### src/rtl/sdram_pkg.sv
// Shared SDRAM command encodings, controller state encoding and mode-register fields.
package sdram_pkg;

    // {cke, cs_n, ras_n, cas_n, we_n}
    typedef logic [4:0] cmd_t;

    localparam cmd_t CMD_NOP       = 5'b10111;
    localparam cmd_t CMD_ACTIVE    = 5'b10011;
    localparam cmd_t CMD_READ      = 5'b10101;
    localparam cmd_t CMD_WRITE     = 5'b10100;
    localparam cmd_t CMD_BSTOP     = 5'b10110;
    localparam cmd_t CMD_PRECHARGE = 5'b10010;
    localparam cmd_t CMD_AREF      = 5'b10001;
    localparam cmd_t CMD_LMR       = 5'b10000;
    localparam cmd_t CMD_RESET     = 5'b01111;

    typedef enum logic [3:0] {
        ST_PWRUP,
        ST_INIT_PRE,
        ST_INIT_REF1,
        ST_INIT_REF2,
        ST_INIT_LMR,
        ST_IDLE,
        ST_REF,
        ST_ACT,
        ST_WR,
        ST_WBST,
        ST_RD,
        ST_RBST,
        ST_PRE
    } state_t;

    localparam logic [2:0] MR_BL_FULL_PAGE = 3'b111;
    localparam logic       MR_BT_SEQ       = 1'b0;
    localparam logic [1:0] MR_OP_STD       = 2'b00;
    localparam logic       MR_WB_BURST     = 1'b0;

    function automatic int unsigned max_u(input int unsigned a, input int unsigned b);
        return (a > b) ? a : b;
    endfunction

    // A9..A0 of the mode register for a given CAS latency
    function automatic logic [9:0] mode_word(input int unsigned cl);
        return {MR_WB_BURST, MR_OP_STD, 3'(cl), MR_BT_SEQ, MR_BL_FULL_PAGE};
    endfunction

endpackage

### src/rtl/sdram_ref_timer.sv
// Free-running refresh interval timer; raises a single sticky pending flag per interval.
module sdram_ref_timer
    import sdram_pkg::*;
#(
    parameter int unsigned REF_INTERVAL = 780
) (
    input  logic clk,
    input  logic rst,
    input  logic en,
    input  logic clr,
    output logic pending,
    output logic pending_nxt_c
);

    localparam int unsigned CW = max_u(1, $clog2(REF_INTERVAL));

    logic [CW-1:0] cnt_q, cnt_d;
    logic          pending_q;
    logic          due_c;

    assign due_c         = en && (cnt_q == CW'(REF_INTERVAL - 1));
    // a fresh expiry outranks a same-cycle clear so no interval is lost
    assign pending_nxt_c = due_c || (pending_q && !clr);
    assign pending       = pending_q;

    always_comb begin
        cnt_d = cnt_q;
        if (en) begin
            cnt_d = due_c ? '0 : cnt_q + CW'(1);
        end
    end

    always_ff @(posedge clk) begin
        if (rst) begin
            cnt_q     <= '0;
            pending_q <= 1'b0;
        end else begin
            cnt_q     <= cnt_d;
            pending_q <= pending_nxt_c;
        end
    end

endmodule

### src/rtl/sdram_cmd_gen.sv
// SDRAM command generator: power-up init, auto refresh and single full-page read/write bursts.
module sdram_cmd_gen
    import sdram_pkg::*;
#(
    parameter int unsigned WIDTH_BA     = 2,
    parameter int unsigned WIDTH_ROW    = 13,
    parameter int unsigned WIDTH_COL    = 9,
    parameter int unsigned CL           = 3,
    parameter int unsigned T_RCD        = 2,
    parameter int unsigned T_RP         = 2,
    parameter int unsigned T_RFC        = 7,
    parameter int unsigned T_MRD        = 2,
    parameter int unsigned T_WR         = 2,
    parameter int unsigned T_PWRUP      = 20000,
    parameter int unsigned REF_INTERVAL = 780
) (
    input  logic                                     clk,
    input  logic                                     rst,
    input  logic                                     req_valid,
    output logic                                     req_ready,
    input  logic                                     req_wr,
    input  logic [WIDTH_BA+WIDTH_ROW+WIDTH_COL-1:0]  req_addr,
    input  logic [8:0]                               req_len,
    output logic                                     init_done,
    output logic                                     wr_data_en,
    output logic                                     rd_data_valid,
    output logic                                     sdram_cke,
    output logic                                     sdram_cs_n,
    output logic                                     sdram_ras_n,
    output logic                                     sdram_cas_n,
    output logic                                     sdram_we_n,
    output logic [WIDTH_BA-1:0]                      sdram_ba,
    output logic [WIDTH_ROW-1:0]                     sdram_addr
);

    localparam int unsigned ADDR_W  = WIDTH_BA + WIDTH_ROW + WIDTH_COL;
    localparam int unsigned CNT_MAX = max_u(T_PWRUP, max_u(256, max_u(T_RFC, max_u(T_RP,
                                      max_u(T_RCD, max_u(T_MRD, max_u(T_WR, CL)))))));
    localparam int unsigned CNT_W   = $clog2(CNT_MAX + 1);

    state_t               state_q, state_d;
    logic [CNT_W-1:0]     cnt_q, cnt_d;
    cmd_t                 cmd_q, cmd_d;
    logic [WIDTH_BA-1:0]  ba_q, ba_d;
    logic [WIDTH_ROW-1:0] addr_q, addr_d;
    logic                 init_done_q, init_done_d;
    logic                 req_ready_q, req_ready_d;
    logic                 wr_en_q, wr_en_d;
    logic [CL-1:0]        rd_pipe_q, rd_pipe_d;

    logic                 wr_q;
    logic [WIDTH_BA-1:0]  bank_q;
    logic [WIDTH_COL-1:0] col_q;
    logic [7:0]           len_m1_q;

    logic                 hs_c;
    logic                 cnt_zero_c;
    logic                 ref_clr_c;
    logic                 ref_pending;
    logic                 ref_pending_nxt_c;

    logic [WIDTH_BA-1:0]  req_ba_c;
    logic [WIDTH_ROW-1:0] req_row_c;
    logic [WIDTH_COL-1:0] req_col_c;

    assign req_ba_c   = req_addr[ADDR_W-1 -: WIDTH_BA];
    assign req_row_c  = req_addr[WIDTH_COL +: WIDTH_ROW];
    assign req_col_c  = req_addr[WIDTH_COL-1:0];
    assign hs_c       = req_valid && req_ready_q;
    assign cnt_zero_c = (cnt_q == '0);

    sdram_ref_timer #(
        .REF_INTERVAL (REF_INTERVAL)
    ) u_ref_timer (
        .clk           (clk),
        .rst           (rst),
        .en            (init_done_q),
        .clr           (ref_clr_c),
        .pending       (ref_pending),
        .pending_nxt_c (ref_pending_nxt_c)
    );

    // Each state's command is issued on entry; cnt then counts down to the next command.
    always_comb begin
        state_d   = state_q;
        cnt_d     = cnt_zero_c ? '0 : cnt_q - CNT_W'(1);
        cmd_d     = CMD_NOP;
        ba_d      = '1;
        addr_d    = '1;
        ref_clr_c = 1'b0;

        case (state_q)
            ST_PWRUP: if (cnt_zero_c) begin
                state_d = ST_INIT_PRE;
                cmd_d   = CMD_PRECHARGE;
                cnt_d   = CNT_W'(T_RP - 1);
            end
            ST_INIT_PRE: if (cnt_zero_c) begin
                state_d = ST_INIT_REF1;
                cmd_d   = CMD_AREF;
                cnt_d   = CNT_W'(T_RFC - 1);
            end
            ST_INIT_REF1: if (cnt_zero_c) begin
                state_d = ST_INIT_REF2;
                cmd_d   = CMD_AREF;
                cnt_d   = CNT_W'(T_RFC - 1);
            end
            ST_INIT_REF2: if (cnt_zero_c) begin
                state_d = ST_INIT_LMR;
                cmd_d   = CMD_LMR;
                ba_d    = '0;
                addr_d  = WIDTH_ROW'(mode_word(CL));
                cnt_d   = CNT_W'(T_MRD - 1);
            end
            ST_INIT_LMR: if (cnt_zero_c) begin
                state_d = ST_IDLE;
            end
            ST_IDLE: begin
                if (ref_pending) begin
                    state_d = ST_REF;
                    cmd_d   = CMD_AREF;
                    cnt_d   = CNT_W'(T_RFC - 1);
                end else if (hs_c) begin
                    state_d = ST_ACT;
                    cmd_d   = CMD_ACTIVE;
                    ba_d    = req_ba_c;
                    addr_d  = req_row_c;
                    cnt_d   = CNT_W'(T_RCD - 1);
                end
            end
            ST_REF: if (cnt_zero_c) begin
                state_d   = ST_IDLE;
                ref_clr_c = 1'b1;
            end
            ST_ACT: if (cnt_zero_c) begin
                state_d = wr_q ? ST_WR : ST_RD;
                cmd_d   = wr_q ? CMD_WRITE : CMD_READ;
                ba_d    = bank_q;
                addr_d  = WIDTH_ROW'(col_q);
                cnt_d   = CNT_W'(len_m1_q);
            end
            ST_WR: if (cnt_zero_c) begin
                state_d = ST_WBST;
                cmd_d   = CMD_BSTOP;
                cnt_d   = CNT_W'(T_WR - 1);
            end
            ST_RD: if (cnt_zero_c) begin
                state_d = ST_RBST;
                cmd_d   = CMD_BSTOP;
                cnt_d   = CNT_W'(CL - 1);
            end
            ST_WBST, ST_RBST: if (cnt_zero_c) begin
                state_d = ST_PRE;
                cmd_d   = CMD_PRECHARGE;
                cnt_d   = CNT_W'(T_RP - 1);
            end
            ST_PRE: if (cnt_zero_c) begin
                state_d = ST_IDLE;
            end
            default: begin
                state_d = ST_PWRUP;
                cnt_d   = CNT_W'(T_PWRUP);
            end
        endcase

        init_done_d = init_done_q || (state_d == ST_IDLE);
        // ready looks ahead so a refresh expiring next cycle already blocks the handshake
        req_ready_d = (state_d == ST_IDLE) && init_done_d && !ref_pending_nxt_c;
        wr_en_d     = (state_d == ST_WR);
        rd_pipe_d   = {rd_pipe_q[CL-2:0], (state_q == ST_RD)};
    end

    always_ff @(posedge clk) begin
        if (rst) begin
            state_q     <= ST_PWRUP;
            cnt_q       <= CNT_W'(T_PWRUP);
            cmd_q       <= CMD_RESET;
            ba_q        <= '1;
            addr_q      <= '1;
            init_done_q <= 1'b0;
            req_ready_q <= 1'b0;
            wr_en_q     <= 1'b0;
            rd_pipe_q   <= '0;
        end else begin
            state_q     <= state_d;
            cnt_q       <= cnt_d;
            cmd_q       <= cmd_d;
            ba_q        <= ba_d;
            addr_q      <= addr_d;
            init_done_q <= init_done_d;
            req_ready_q <= req_ready_d;
            wr_en_q     <= wr_en_d;
            rd_pipe_q   <= rd_pipe_d;
        end
    end

    // Request capture; a zero length is run as a single word
    always_ff @(posedge clk) begin
        if (hs_c) begin
            wr_q     <= req_wr;
            bank_q   <= req_ba_c;
            col_q    <= req_col_c;
            len_m1_q <= (req_len == 9'd0) ? 8'd0 : 8'(req_len - 9'd1);
        end
    end

    assign {sdram_cke, sdram_cs_n, sdram_ras_n, sdram_cas_n, sdram_we_n} = cmd_q;
    assign sdram_ba      = ba_q;
    assign sdram_addr    = addr_q;
    assign init_done     = init_done_q;
    assign req_ready     = req_ready_q;
    assign wr_data_en    = wr_en_q;
    assign rd_data_valid = rd_pipe_q[CL-1];

endmodule

### config.mk
export PLATFORM = sky130hd
export DESIGN_NAME = sdram_cmd_gen
export DESIGN_NICKNAME = d
export VERILOG_FILES = /design/src/rtl/sdram_pkg.sv /design/src/rtl/sdram_ref_timer.sv /design/src/rtl/sdram_cmd_gen.sv
export SDC_FILE = /design/constraint.sdc
export NUM_CORES = 1
export LEC_CHECK = 0
export BUFFER_PORTS_ARGS = -buffer_cell sky130_fd_sc_hd__buf_2
export CORE_MARGIN = 2
export CORE_UTILIZATION = 58
export CTS_BUF_LIST = sky130_fd_sc_hd__clkbuf_8
export DETAILED_ROUTE_END_ITERATION = 10
export HOLD_SLACK_MARGIN = 0.05
export PLACE_DENSITY_LB_ADDON = 0.25
export SLEW_MARGIN = 20
export SYNTH_ARGS = -nofsm -noshare
export SYNTH_HDL_FRONTEND = slang
export SYNTH_SLANG_ARGS = --single-unit
### constraint.sdc
create_clock -name clk -period 3 [get_ports clk]
set_clock_uncertainty 0.15 [all_clocks]
set_input_delay 0 -clock clk [delete_from_list [all_inputs] [get_ports clk]]
set_output_delay 0 -clock clk [all_outputs]
set_load 0.03 [all_outputs]
## Word-level counts from Yosys, hierarchy flattened

Cells that the tools add are included.

- Word-level logic and storage cells: 94
- Register bits: 76
- Input port bits: 37
- Output and inout port bits: 24

- Muxes and demuxes: 43
- Equality and inequality tests: 15
- Reductions and logical operators: 18
- Add/subtract/negate cells: 3

Operator list:

| kind | count |
|---|---|
| 15-bit 2-to-1 mux | 7 |
| 15-bit case mux with 6 select lines | 1 |
| 13-bit 2-to-1 mux | 4 |
| 4-bit 2-to-1 mux | 11 |
| 4-bit case mux with 10 select lines | 1 |
| 13-bit case mux with 3 select lines | 1 |
| 4-bit == test (second input constant) | 6 |
| 4-bit by 3-bit == test with 1-bit output (second input constant) | 5 |
| 3-bit case mux with 6 select lines | 1 |
| 15-bit zero test | 1 |
| 3-bit 2-to-1 mux | 5 |
| 15-bit by 1-bit subtractor with 15-bit output (second input constant) | 1 |
| 2-bit 2-to-1 mux | 6 |
| 10-bit by 1-bit adder with 10-bit output (second input constant) | 1 |
| 10-bit == test (second input constant) | 1 |
| 10-bit 2-to-1 mux | 1 |
| 9-bit zero test | 1 |
| 4-bit by 2-bit == test with 1-bit output (second input constant) | 2 |
| 8-bit by 1-bit subtractor with 8-bit output (second input constant) | 1 |
| 2-bit case mux with 3 select lines | 1 |
| 2-bit OR reduction | 3 |
| 3-bit OR reduction | 2 |
| 1-bit logical AND | 5 |
| 5-bit OR reduction | 1 |
| 5 further kinds | 10 |

## Longest topological paths before layout

Gate-level depths: netlist of run 1.

- Word-level depth: 8
- Depth in mapped cells: 8
- Depth with buffers taken out: 7

## By module

A second synthesis of run 1 with hierarchy kept.

- Cells, all modules: 365
- Area, all modules: 3438.3 um^2

By module, submodules not included:

| module | cells an instance | seq. area each (um^2) | instances | area each (um^2) |
|---|---|---|---|---|
| sdram_cmd_gen | 308 | 1501.4 | 1 | 2902.8 |
| sdram_ref_timer | 57 | 220.2 | 1 | 535.5 |

## Least setup slack after synthesis of run 1

Ideal clock, no wire load.

- Kind: reg-to-reg
- Start: reg cnt_q[0]
- End: reg cnt_q[1]
- Data required time: 2.713 ns
- Stages on the path, launching flop included: 9
- Arrival: 2.114 ns
- Setup time: 0.137 ns
- Path buffers: 1
- Clock period less this slack: 2.400 ns
- Slack: 0.600 ns
- Cells stage by stage: dfxtp_1 > inv_1 > ha_1 > or4b_1 > or4_4 > buf_6 > o211a_1 > o31ai_2 > a21oi_1

- Cells in the longest elaborated chain, start to end: 5
- Elaborated cells on any way between the ends: 10
- Those cells by class: add/sub: 1; mux: 8; reduce/logical: 1

Ends and longest elaborated chain:

| element | RTL line | text |
|---|---|---|
| from (decl) | sdram_cmd_gen.sv:42 | `logic [CNT_W-1:0] cnt_q, cnt_d;` |
| from (signal assigned) | sdram_cmd_gen.sv:176 | `cnt_q <= CNT_W'(T_PWRUP);` |
| from (signal assigned) | sdram_cmd_gen.sv:186 | `cnt_q <= cnt_d;` |
| 15-bit by 1-bit subtractor with 15-bit output / 15-bit zero test (equally long branches) | sdram_cmd_gen.sv:86, sdram_cmd_gen.sv:70 |  |
| 15-bit 2-to-1 mux | sdram_cmd_gen.sv:86 | `cnt_d = cnt_zero_c ? '0 : cnt_q - CNT_W'(1);` |
| 15-bit 2-to-1 mux | sdram_cmd_gen.sv:123 | `end else if (hs_c) begin` |
| 15-bit 2-to-1 mux | sdram_cmd_gen.sv:119 | `if (ref_pending) begin` |
| 15-bit case mux with 6 select lines * | sdram_cmd_gen.sv:92 | `case (state_q)` |

Every way passes the cells marked *; elsewhere a longest branch is shown, timed or not.
A chain may end at the register's enable or synchronous reset.

## Worst setup path after layout of run 1

- Start: reg cnt_q[0]
- End: reg addr_q[2], in the netlist sdram_addr[2]

- Cells in the longest elaborated chain, start to end: 3

Ends and longest elaborated chain:

| element | RTL line | text |
|---|---|---|
| 15-bit zero test | sdram_cmd_gen.sv:70 | `assign cnt_zero_c = (cnt_q == '0);` |
| 13-bit 2-to-1 mux | sdram_cmd_gen.sv:135 | `ST_ACT: if (cnt_zero_c) begin` |
| 13-bit case mux with 3 select lines | sdram_cmd_gen.sv:92 |  |
| to (signal assigned) | sdram_cmd_gen.sv:189 | `addr_q <= addr_d;` |
| to (decl) | sdram_cmd_gen.sv:45 | `logic [WIDTH_ROW-1:0] addr_q, addr_d;` |

No other way between the ends.

==> reports/qor.txt, run 1 <==
CTS
---------------------------------------------------------------------------------
H-tree depth .......................................................            3
Count of clock tree sinks ..........................................           76
Number of buffers created by CTS ...................................            9
TritonCTS clock tree ...............................................        built
CTS Root Buffer Type ...............................................     clkbuf_8
Max Root-Sink Buffers ..............................................            2
Clock transition at path regs ......................................        90 ps
Skew-Pair Late Insertion Delay .....................................       360 ps

ROUTE
---------------------------------------------------------------------------------
Routed via count divided by cell count .............................         5.79
Number of nets with antenna violations after routing ...............            0
Initial DRC count ..................................................          245
Drt total wl .......................................................      8950 µm
Vias after detailed routing ........................................         3158
Drt wl/cell ........................................................      16.4 µm
Pre-antenna DRT Iters ..............................................            5
DRC violations left ................................................            0

POWER
---------------------------------------------------------------------------------
Net switching component of the power ...............................   0.000521 W
Leakage power ......................................................      1.67 nW
Switching share of power ...........................................        0.236
Total power after layout ...........................................    0.00221 W
Clock network fraction of design power .............................        0.385
Logic pwr share ....................................................        0.116
Register share of total power ......................................        0.499
Internal power of the cells ........................................    0.00169 W
Ratio of total power to cell area ..................................   491 nW/µm²
Worst supply voltage drop on vdd ...................................     0.332 mV

GLOBAL ROUTING
---------------------------------------------------------------------------------
Remaining Overflow, GRT ............................................            0
Overall global routing resource usage ..............................        0.297
First-pass GRT wire length .........................................     14300 µm
Number of global-route vias before repair ..........................         3113
Initial antenna violation count ....................................            0
Maximum number of pins on one net before global-route repair .......           24

CRITICAL PATH
---------------------------------------------------------------------------------
Peak per-stage delay on the critical path ..........................       580 ps
Data required time of the critical path ............................      3100 ps
Arrival time reported for the critical path endpoint ...............      2980 ps
Slowest-stage cell, CP .............................................        or4_4
Register-to-register setup slack ...................................       120 ps
FF-to-FF Start .....................................................     cnt_q[0]
Maximum fanout encountered on the critical timing path .............            9
R2R Path End ....................................................... sdram_addr[2]
Path type of the worst setup path .................................. register to register
CP cell instances .................................................. inv_1, ha_1, or4b_4, or4_4, a211oi_4, nand3_1, dlygate4sd3_1
Crit path launch type ..............................................     register
Critical path endpoint category ....................................     register
Number of cells on the worst reg-to-reg path .......................            7

STA
---------------------------------------------------------------------------------
Relative slew slack ................................................        0.560
Final number of setup-violating endpoints ..........................            0
Final Hold Violating Endpoints .....................................            0
Shortest clock period the worst path allows after layout ...........      2880 ps
Transition time at the pin with the least slew margin ..............       654 ps
Minimum hold slack .................................................       210 ps
Period Utilization, post-route .....................................        0.960
Final Slew Violations ..............................................            0
Maximum frequency from static timing analysis ......................    0.347 GHz

FLOORPLANNING
---------------------------------------------------------------------------------
Overall die area ...................................................     6500 µm²
Die X ..............................................................      80.6 µm
Placeable core region ..............................................     5570 µm²
Floorplan row count ................................................           27
Top-level I/O count ................................................           61
Starting density of the core .......................................        0.611
Die H ..............................................................      80.6 µm

YOSYS
---------------------------------------------------------------------------------
Post-synth EDFFs ...................................................           20
Area of the mapped netlist .........................................     3400 µm²
Number of warnings issued by yosys .................................            0
Synthesized Nets ...................................................          398
Synth Flop Type ....................................................      dfxtp_1
Portion of synthesized cell area occupied by the leading cell type .        0.329
Count of unique library cells instantiated by Yosys ................           61
Number of standard cells after synthesis ...........................          358
Synth Register Bits ................................................           76
Synthesized area divided by synthesized cell count .................     9.51 µm²
Dominant cells by area after synthesis ............................. dfxtp_1 (33%), edfxtp_1 (18%), o21ai_0 (6.0%)
Synth async-reset ratio ............................................            0
Register area share after synthesis ................................        0.506
Leading area contributor after synthesis ...........................      dfxtp_1
Top cell types by occurrence after synthesis ....................... dfxtp_1 (56), o21ai_0 (41), nor2_1 (31)
Most used standard cell by instance count after synthesis ..........      dfxtp_1

FINISH
---------------------------------------------------------------------------------
Total area of sequential cells .....................................     1720 µm²
Filler cell count ..................................................          347
Proportion of layout cells with a drive suffix above 1 .............        0.218
Multi-input logic area .............................................     1570 µm²
Layout Area Growth over Synthesis ..................................        32.3%
Final layout net count .............................................          508
Number of antenna repair diodes ....................................            0

MIN PATH
---------------------------------------------------------------------------------
Classification of the worst-slack hold path ........................ input pin to register
Worst Hold Launch ..................................................  req_addr[6]
Worst Hold Path Cells ..............................................            2
Endpoint, Worst Hold ...............................................     col_q[6]

PLACED DESIGN
---------------------------------------------------------------------------------
Routability-driven placement congestion ratio ......................        0.891
Port buffer count ..................................................           60
DP HPWL ............................................................      5080 µm

RUN STATUS
---------------------------------------------------------------------------------
Outcome ............................................................ finished, final reports clean

JOB
---------------------------------------------------------------------------------
Number of max-capacitance violations reported ......................            0

==> registers in the layout (all words and copies together), names as in the netlist <==
| signal | cells |
|---|---|
| bank_q | 2 |
| init_done | 1 |
| req_ready | 1 |
| u_ref_timer.pending | 1 |
| len_m1_q | 8 |
| state_q | 4 |
| wr_q | 1 |
| sdram_ba | 2 |
| rd_pipe_q | 3 |
| cnt_q | 15 |
| sdram_addr | 13 |
| wr_data_en | 1 |
| col_q | 9 |
| cmd_q | 5 |
| u_ref_timer.cnt_q | 10 |
==> worst max path at each step <==
stage / slack, ps / from / cells past startpoint / end
5_1_grt: -1 / cnt_q[0] / 7 / sdram_addr[2]
4_1_cts: 50 / cnt_q[0] / 7 / sdram_addr[2]
6_report: 120 / cnt_q[0] / 7 / sdram_addr[2]
2_1_floorplan: 600 / cnt_q[0] / 8 / cnt_q[1]
3_5_place_dp: 420 / cnt_q[0] / 7 / cnt_q[4]
3_3_place_gp: 510 / cnt_q[0] / 7 / cnt_q[6]
==> layout make-up <==
cell class	count	share of cell area
clock buffer	10	0.0306
clock inverter	6	0.0175
inverter	12	0.0100
multi-input combinational	250	0.348
sequential	76	0.382
tap	72	0.0200
timing repair buffer	119	0.191
==> through the flow <==
stage	worst slack [ps]	cell area, µm²	cells	util	TNS, ps
after floorplan	600	3400	358	-	0
after global placement	506	3760	477	0.675	0
after detailed placement	423	3760	477	0.675	0
after CTS	48.9	4450	540	0.798	0
after global routing	-1.18	4500	545	0.808	-1.18
final	121	4500	545	0.808	0
==> metal layers <==
layer / GRT usage / vias up / wire length [µm]
met5: 0 / - / 0
met4: 0.192 / 0 / 373
met3: 0.0685 / 31 / 547
met2: 0.498 / 144 / 4580
met1: 0.337 / 1479 / 3450
li1: - / 1504 / -
==> critical path, delay by kind of cell (launching register included) <==
kind	cells	cell delay, ps
simple gates	3	1170
buf+inv	2	640
flops	1	330
compound gates	1	310
fa+ha+maj	1	180
==> power groups by stage <==
stage / combinational, W / clock (W) / sequential, W
global placement: 0.000186 / 0 / 0.00112
global route: 0.000281 / 0.000899 / 0.00111
floorplan: 0.000138 / 0 / 0.00112
detailed placement: 0.000190 / 0 / 0.00112
finish: 0.000256 / 0.000851 / 0.00110
CTS: 0.000241 / 0.000846 / 0.00110
==> cells by family after synthesis <==
group	share of synthesized area
compound gates	0.156
xor+xnor	0.0643
fa+ha+maj	0.0140
buf+inv	0.0386
flops	0.506
mux	0.00625
simple gates	0.215
==> cells in the final DEF, fill, tap and decap left out, types with 3 or more instances in the layout <==
cell,n
nor3_1,12
nand2_1,27
edfxtp_1,20
xnor2_1,15
buf_2,60
a31oi_1,3
or4_1,3
o21ai_0,41
buf_4,12
dlygate4sd3_1,47
xor2_1,10
clkbuf_8,10
a211oi_1,3
o2bb2ai_1,5
ha_1,3
nor4_1,5
nand4_1,5
or3_1,15
nand2b_1,5
dfxtp_1,56
inv_1,14
nor2_1,31
nand3_1,11
a21oi_1,8
==> timing repair <==
action / 4_1_cts / 5_1_grt
hold buffers: 47 / 0
resized for setup: 0 / 2
hold endpoints to repair: 49 / 0
endpoints found under the setup margin: 0 / 1
buffers inserted: 0 / 5
Note: power is estimated with default switching activity, not from simulation.
==> run 2, diff against run 1 <==
--- a/config.mk
+++ b/config.mk
@@ -15,4 +15,5 @@
 export SLEW_MARGIN = 20
 export SYNTH_ARGS = -nofsm -noshare
 export SYNTH_HDL_FRONTEND = slang
+export SYNTH_HIERARCHICAL = 1
 export SYNTH_SLANG_ARGS = --single-unit
==> run 2 against run 1 <==
  * Global-route usage shrank 1.6 points
  * Via count grew 3.7%
  * Clock power shrank 6.9%
  * Final area grew 0.86%
  * Final cell count grew 2.6%
  * Worst setup slack lost 4.9 ps
  * Maximum frequency shrank 0.17%
  * Critical path depth grew 2
  * Critical endpoint is now sdram_addr[10]
  * Largest cell class unchanged
==> reports/qor.txt, run 2 <==
RUN STATUS
------------------------------------------------------------------------------------------
Outcome ..................................................................... finished, final reports clean

CTS
------------------------------------------------------------------------------------------
Skew-Pair Late Insertion Delay ..............................................       350 ps
Max Root-Sink Buffers .......................................................            2
H-tree depth ................................................................            3
TritonCTS clock tree ........................................................        built
Count of clock tree sinks ...................................................           76
Clock transition at path regs ...............................................        90 ps
Number of buffers created by CTS ............................................            9
CTS Root Buffer Type ........................................................     clkbuf_8

CRITICAL PATH
------------------------------------------------------------------------------------------
Arrival time reported for the critical path endpoint ........................      2980 ps
Register-to-register setup slack ............................................       120 ps
FF-to-FF Start ..............................................................     cnt_q[0]
Crit path launch type .......................................................     register
Data required time of the critical path .....................................      3090 ps
Slowest-stage cell, CP ...................................................... dlygate4sd3_1
Number of cells on the worst reg-to-reg path ................................            9
Maximum fanout encountered on the critical timing path ......................           19
Peak per-stage delay on the critical path ...................................       580 ps
Critical path endpoint category .............................................     register
Path type of the worst setup path ........................................... register to register
CP cell instances ........................................................... inv_1, ha_1, or3b_2, nor4_4, buf_6, a21oi_2, nor3_4, nand2_1, dlygate4sd3_1
R2R Path End ................................................................ sdram_addr[10]

FINISH
------------------------------------------------------------------------------------------
Number of antenna repair diodes .............................................            0
Highest-count cells in the layout ignoring fill and taps .................... buf_2 (60), dfxtp_1 (56), dlygate4sd3_1 (50), o21ai_0 (34), nand2_1 (32)
Number of flip-flops under the largest register name ........................           15
Multi-input logic area ......................................................     1620 µm²
Final layout net count ......................................................          519
Layout Area Growth over Synthesis ...........................................        32.1%
Post-layout utilization of the core .........................................        0.781
Proportion of layout cells with a drive suffix above 1 ......................        0.225
Filler cell count ...........................................................          376
Most common cell after layout, fill and taps aside ..........................        buf_2
Register with the highest flop count ........................................        cnt_q
Total area of sequential cells ..............................................     1720 µm²

YOSYS
------------------------------------------------------------------------------------------
Synthesized area divided by synthesized cell count ..........................     9.42 µm²
Top cell types by occurrence after synthesis ................................ dfxtp_1 (56), o21ai_0 (34), nand2_1 (32)
Register area share after synthesis .........................................        0.501
Leading area contributor after synthesis ....................................      dfxtp_1
Area fraction in compound gates after synthesis .............................        0.156
Simple-gate portion of the synthesized area .................................        0.245
Synthesized Nets ............................................................          405
Portion of netlist area occupied by mux cells ...............................      0.00582
Dominant combinational cell family by area after synthesis .................. simple AND/OR/NAND/NOR gates
Post-synth EDFFs ............................................................           20
Count of unique library cells instantiated by Yosys .........................           55
Dominant cells by area after synthesis ...................................... dfxtp_1 (33%), edfxtp_1 (17%), o21ai_0 (4.9%)
Area of the mapped netlist ..................................................     3440 µm²
Most used standard cell by instance count after synthesis ...................      dfxtp_1
Synth Flop Type .............................................................      dfxtp_1
Synth Register Bits .........................................................           76
Synth async-reset ratio .....................................................            0
Number of standard cells after synthesis ....................................          365
Portion of synthesized cell area occupied by the leading cell type ..........        0.326
Share of synthesized cell area in full adder, half adder and majority cells .       0.0109
Number of warnings issued by yosys ..........................................            6
Synth Area in XOR/XNOR ......................................................       0.0484

STA
------------------------------------------------------------------------------------------
Period Utilization, post-route ..............................................        0.961
Final number of setup-violating endpoints ...................................            0
Sum of negative setup slack .................................................         0 ps
Shortest clock period the worst path allows after layout ....................      2880 ps
Transition time at the pin with the least slew margin .......................       805 ps
Post-layout worst setup margin ..............................................       116 ps
Final Hold Violating Endpoints ..............................................            0
RSZ-0062 raised after global routing ........................................        false
Maximum frequency from static timing analysis ...............................    0.347 GHz
Final Slew Violations .......................................................            0
Relative slew slack .........................................................        0.459

POWER
------------------------------------------------------------------------------------------
Leakage power ...............................................................      1.69 nW
Ratio of total power to cell area ...........................................   461 nW/µm²
Worst supply voltage drop on vdd ............................................     0.377 mV

GLOBAL ROUTING
------------------------------------------------------------------------------------------
Remaining Overflow, GRT .....................................................            0
Number of global-route vias before repair ...................................         3073
Maximum number of pins on one net before global-route repair ................           24
First-pass GRT wire length ..................................................     13900 µm
Initial antenna violation count .............................................            0
Overall global routing resource usage .......................................        0.281

PLACED DESIGN
------------------------------------------------------------------------------------------
Pre-CTS setup slack .........................................................       502 ps
Routability-driven placement congestion ratio ...............................        0.883
DP HPWL .....................................................................      5230 µm
Port buffer count ...........................................................           60

FLOORPLANNING
------------------------------------------------------------------------------------------
Die X .......................................................................      81.0 µm
Top-level I/O count .........................................................           61
Placeable core region .......................................................     5820 µm²
Starting density of the core ................................................        0.591
Floorplan row count .........................................................           28
Overall die area ............................................................     6560 µm²
Die H .......................................................................      81.0 µm

ROUTE
------------------------------------------------------------------------------------------
DRC violations left .........................................................            0
Vias after detailed routing .................................................         3274
Initial DRC count ...........................................................          336
Pre-antenna DRT Iters .......................................................            5
Drt total wl ................................................................      9040 µm
Number of nets with antenna violations after routing ........................            0
Routed via count divided by cell count ......................................         5.86
Drt wl/cell .................................................................      16.2 µm

MIN PATH
------------------------------------------------------------------------------------------
Worst Hold Path Cells .......................................................            2
Classification of the worst-slack hold path ................................. input pin to register
Worst Hold Launch ...........................................................  req_addr[8]
Endpoint, Worst Hold ........................................................     col_q[8]

JOB
------------------------------------------------------------------------------------------
Number of max-capacitance violations reported ...............................            0

-- run 2: cell families after synthesis --
family          count (synthesis)
compound gates                 87
xor+xnor                       19
fa+ha+maj                       3
buf+inv                        27
flops                          76
mux                             2
simple gates                  151
-- run 2: cell type report --
type                       instances  area share
multi-input combinational        262       0.357
timing repair buffer             118       0.190
sequential                        76       0.379
clock buffer                       9      0.0273
tap                               75      0.0207
clock inverter                     7      0.0160
inverter                          12     0.00992
-- run 2: worst max path at each step --
stage	cells after the start	endpoint	startpoint	slack [ps]
2_1_floorplan	7	cnt_q[2]	cnt_q[6]	700
3_3_place_gp	6	sdram_addr[6]	cnt_q[6]	610
3_5_place_dp	5	req_ready	cnt_q[6]	500
4_1_cts	7	sdram_addr[12]	cnt_q[6]	20
5_1_grt	9	sdram_addr[10]	cnt_q[0]	20
6_report	9	sdram_addr[10]	cnt_q[0]	120
-- run 2: metal layers --
metal  vias up  track usage  routed length (µm)
li1       1536            -                   -
met1      1510        0.316                3410
met2       176        0.477                4550
met3        52       0.0678                 648
met4         0        0.178                 437
met5         -            0                   0
-- run 2: through the flow --
step / cell area, µm² / hold slack (ps) / power [W] / cells
2_1_floorplan: 3440 / -122 / 0.00122 / 365
3_3_place_gp: 3820 / 26.4 / 0.00126 / 491
3_5_place_dp: 3820 / 28.1 / 0.00126 / 491
4_1_cts: 4510 / 197 / 0.00209 / 557
5_1_grt: 4540 / 210 / 0.00216 / 559
6_report: 4540 / 196 / 0.00209 / 559
-- run 2: timing repair --
item	in CTS	in global routing
setup buffers	0	2
resized for setup	0	2
setup endpoints to repair	0	4
hold endpoints to repair	47	0
hold buffers	50	0
-- run 2: worst max-delay path, delay by kind of cell, from the launching register on --
kind            cells  cell delay (ps)
compound gates      1              100
flops               1              330
simple gates        4             1110
fa+ha+maj           1              220
buf+inv             3              870
-- run 2: where the power goes --
part	internal (W)	total [W]	switching [W]	leakage (nW)
combinational	0.000115	0.000210	0.0000949	0.949
clock	0.000389	0.000792	0.000403	0.104
sequential	0.00107	0.00109	0.0000193	0.634
==> run 3, diff against run 2 <==
--- a/config.mk
+++ b/config.mk
@@ -10,6 +10,7 @@
 export CORE_UTILIZATION = 58
 export CTS_BUF_LIST = sky130_fd_sc_hd__clkbuf_8
 export DETAILED_ROUTE_END_ITERATION = 10
+export GPL_TIMING_DRIVEN = 0
 export HOLD_SLACK_MARGIN = 0.05
 export PLACE_DENSITY_LB_ADDON = 0.25
 export SLEW_MARGIN = 20
==> run 3 against run 2 <==
  * Non-clock buffer count is 3 higher
  * Global-route usage increased by 1.6 points
  * Sequential share of layout area rose by 0.39 points
  * Via count fell by 0.76%
  * Final area is 1.0% lower
  * Critical endpoint is now cnt_q[3]
==> reports/qor.txt, run 3 (same netlist as run 2, synthesis figures left out) <==
RUN STATUS
---------------------------------------------------------------------------
Outcome ...................................................... finished, final reports clean

POWER
---------------------------------------------------------------------------
Clock network fraction of design power .......................        0.371
Register share of total power ................................        0.527
Internal power of the cells ..................................    0.00157 W
Ratio of total power to cell area ............................   460 nW/µm²
Logic pwr share ..............................................        0.103
Leakage power ................................................      1.65 nW
Switching share of power .....................................        0.241
Net switching component of the power .........................   0.000499 W
Worst supply voltage drop on vdd .............................     0.343 mV

CRITICAL PATH
---------------------------------------------------------------------------
Maximum fanout encountered on the critical timing path .......            7
CP cell instances ............................................ or4_1, buf_2, nor4_1, a21o_1, or2_2, buf_2, o21ai_0
Slowest-stage cell, CP .......................................       nor4_1
Path type of the worst setup path ............................ register to register
Critical path endpoint category ..............................     register
Data required time of the critical path ......................      3090 ps
Family with the most delay on the worst path ................. simple AND/OR/NAND/NOR gates
Peak per-stage delay on the critical path ....................       800 ps
Number of buffers and inverters on the critical path .........            2
Crit path launch type ........................................     register
Critical path's most frequent cell ...........................        buf_2
Arrival time reported for the critical path endpoint .........      2840 ps

ROUTE
---------------------------------------------------------------------------
Vias after detailed routing ..................................         3249
Met2 Wirelength ..............................................      4810 µm
Detailed-routed wire length on met3 ..........................       537 µm
Initial DRC count ............................................          265
M1 WL ........................................................      3580 µm
Pre-antenna DRT Iters ........................................            7
Highest metal layer with signal wires ........................         met4
Drt total wl .................................................      9230 µm
Routed via count divided by cell count .......................         5.78
Number of nets with antenna violations after routing .........            0
DRC violations left ..........................................            0
Drt wl/cell ..................................................      16.4 µm

FLOORPLANNING
---------------------------------------------------------------------------
Die X ........................................................      81.0 µm
Starting density of the core .................................        0.591
Top-level I/O count ..........................................           61
Die H ........................................................      81.0 µm
Overall die area .............................................     6560 µm²
Placeable core region ........................................     5820 µm²
Floorplan row count ..........................................           28

STA
---------------------------------------------------------------------------
Final number of setup-violating endpoints ....................            0
RSZ-0062 raised after global routing .........................        false
Relative slew slack ..........................................        0.272
Transition time at the pin with the least slew margin ........      1090 ps
Sum of negative setup slack ..................................         0 ps
Maximum frequency from static timing analysis ................    0.363 GHz
Shortest clock period the worst path allows after layout .....      2760 ps
Period Utilization, post-route ...............................        0.919
Final Slew Violations ........................................            0
Minimum hold slack ...........................................       208 ps
Final Hold Violating Endpoints ...............................            0

GLOBAL ROUTING
---------------------------------------------------------------------------
Remaining Overflow, GRT ......................................            0
Number of global-route vias before repair ....................         3287
Initial antenna violation count ..............................            0
Maximum number of pins on one net before global-route repair .           24
Overall global routing resource usage ........................        0.297
First-pass GRT wire length ...................................     14800 µm

FINISH
---------------------------------------------------------------------------
Layout Area Growth over Synthesis ............................        30.7%
Total area of sequential cells ...............................     1720 µm²
Number of flip-flops under the largest register name .........           15
Most common cell after layout, fill and taps aside ...........        buf_2
Final layout net count .......................................          522
Register with the highest flop count .........................        cnt_q
Proportion of layout cells with a drive suffix above 1 .......        0.209
Highest-count cells in the layout ignoring fill and taps ..... buf_2 (62), dfxtp_1 (56), dlygate4sd3_1 (46), o21ai_0 (34), nand2_1 (32)
Multi-input logic area .......................................     1620 µm²
Number of antenna repair diodes ..............................            0
Filler cell count ............................................          395

CTS
---------------------------------------------------------------------------
CTS Root Buffer Type .........................................     clkbuf_8
Number of buffers created by CTS .............................            9
Clock transition at path regs ................................        90 ps
Skew-Pair Late Insertion Delay ...............................       350 ps
Post-CTS Repair Setup Buffers ................................            0
Quantity of hold-fixing buffers added after cts ..............           46
TritonCTS clock tree .........................................        built
Max Root-Sink Buffers ........................................            2
Count of clock tree sinks ....................................           76
H-tree depth .................................................            3
Resized Gates After CTS ......................................            0

PLACED DESIGN
---------------------------------------------------------------------------
Port buffer count ............................................           60
DP HPWL ......................................................      5530 µm
Routability-driven placement congestion ratio ................        0.924

JOB
---------------------------------------------------------------------------
Number of max-capacitance violations reported ................            0

MIN PATH
---------------------------------------------------------------------------
Classification of the worst-slack hold path .................. input pin to register

run 3: cell types whose count changed in the layout (fill, tap and decap cells not counted), sizes merged:
cell / change
buf: -5
clkbuf: +12
clkinv: +1
clkinvlp: +2
dlygate4sd3: -4
inv: -3
run 3: metal layers:
metal  vias up  global-route usage
li1       1550                   -
met1      1529               0.340
met2       138               0.512
met3        32              0.0633
met4         0               0.173
met5         -                   0
run 3: power by group through the flow:
| stage | Sequential [W] | Clock, W | Combinational, W |
|---|---|---|---|
| floorplan | 0.00111 | 0 | 0.000103 |
| global placement | 0.00111 | 0 | 0.000150 |
| detailed placement | 0.00111 | 0 | 0.000155 |
| CTS | 0.00109 | 0.000767 | 0.000206 |
| global route | 0.00109 | 0.000811 | 0.000235 |
| finish | 0.00109 | 0.000767 | 0.000212 |
run 3: through the flow:
| step | instance area [µm²] | setup WS, ps | total power, W | utilization | std cells |
|---|---|---|---|---|---|
| after floorplan | 3440 | 703 | 0.00122 | - | 365 |
| after global placement | 3830 | 277 | 0.00126 | 0.659 | 500 |
| after detailed placement | 3830 | 311 | 0.00127 | 0.659 | 500 |
| after CTS | 4480 | 257 | 0.00206 | 0.771 | 562 |
| after global routing | 4500 | 103 | 0.00214 | 0.773 | 562 |
| final | 4500 | 244 | 0.00207 | 0.773 | 562 |
run 3: final timing paths:
path | start | endpoint | slack [ps] | depth (start not counted)
max | cnt_q[6] | cnt_q[3] | 240 | 7
min | req_addr[3] | col_q[3] | 210 | 2
max reg2reg | cnt_q[6] | cnt_q[3] | 240 | 7
min reg2reg | rd_pipe_q[0] | rd_pipe_q[1] | 290 | 1
run 3: cell type report:
class,instances,area share
clock buffers,9,0.0276
repair buffers,106,0.169
well taps,75,0.0209
clock inverters,7,0.0150
plain buffers,15,0.0148
flip-flops and latches,76,0.383
inverters,12,0.0100
multi-input cells,262,0.360
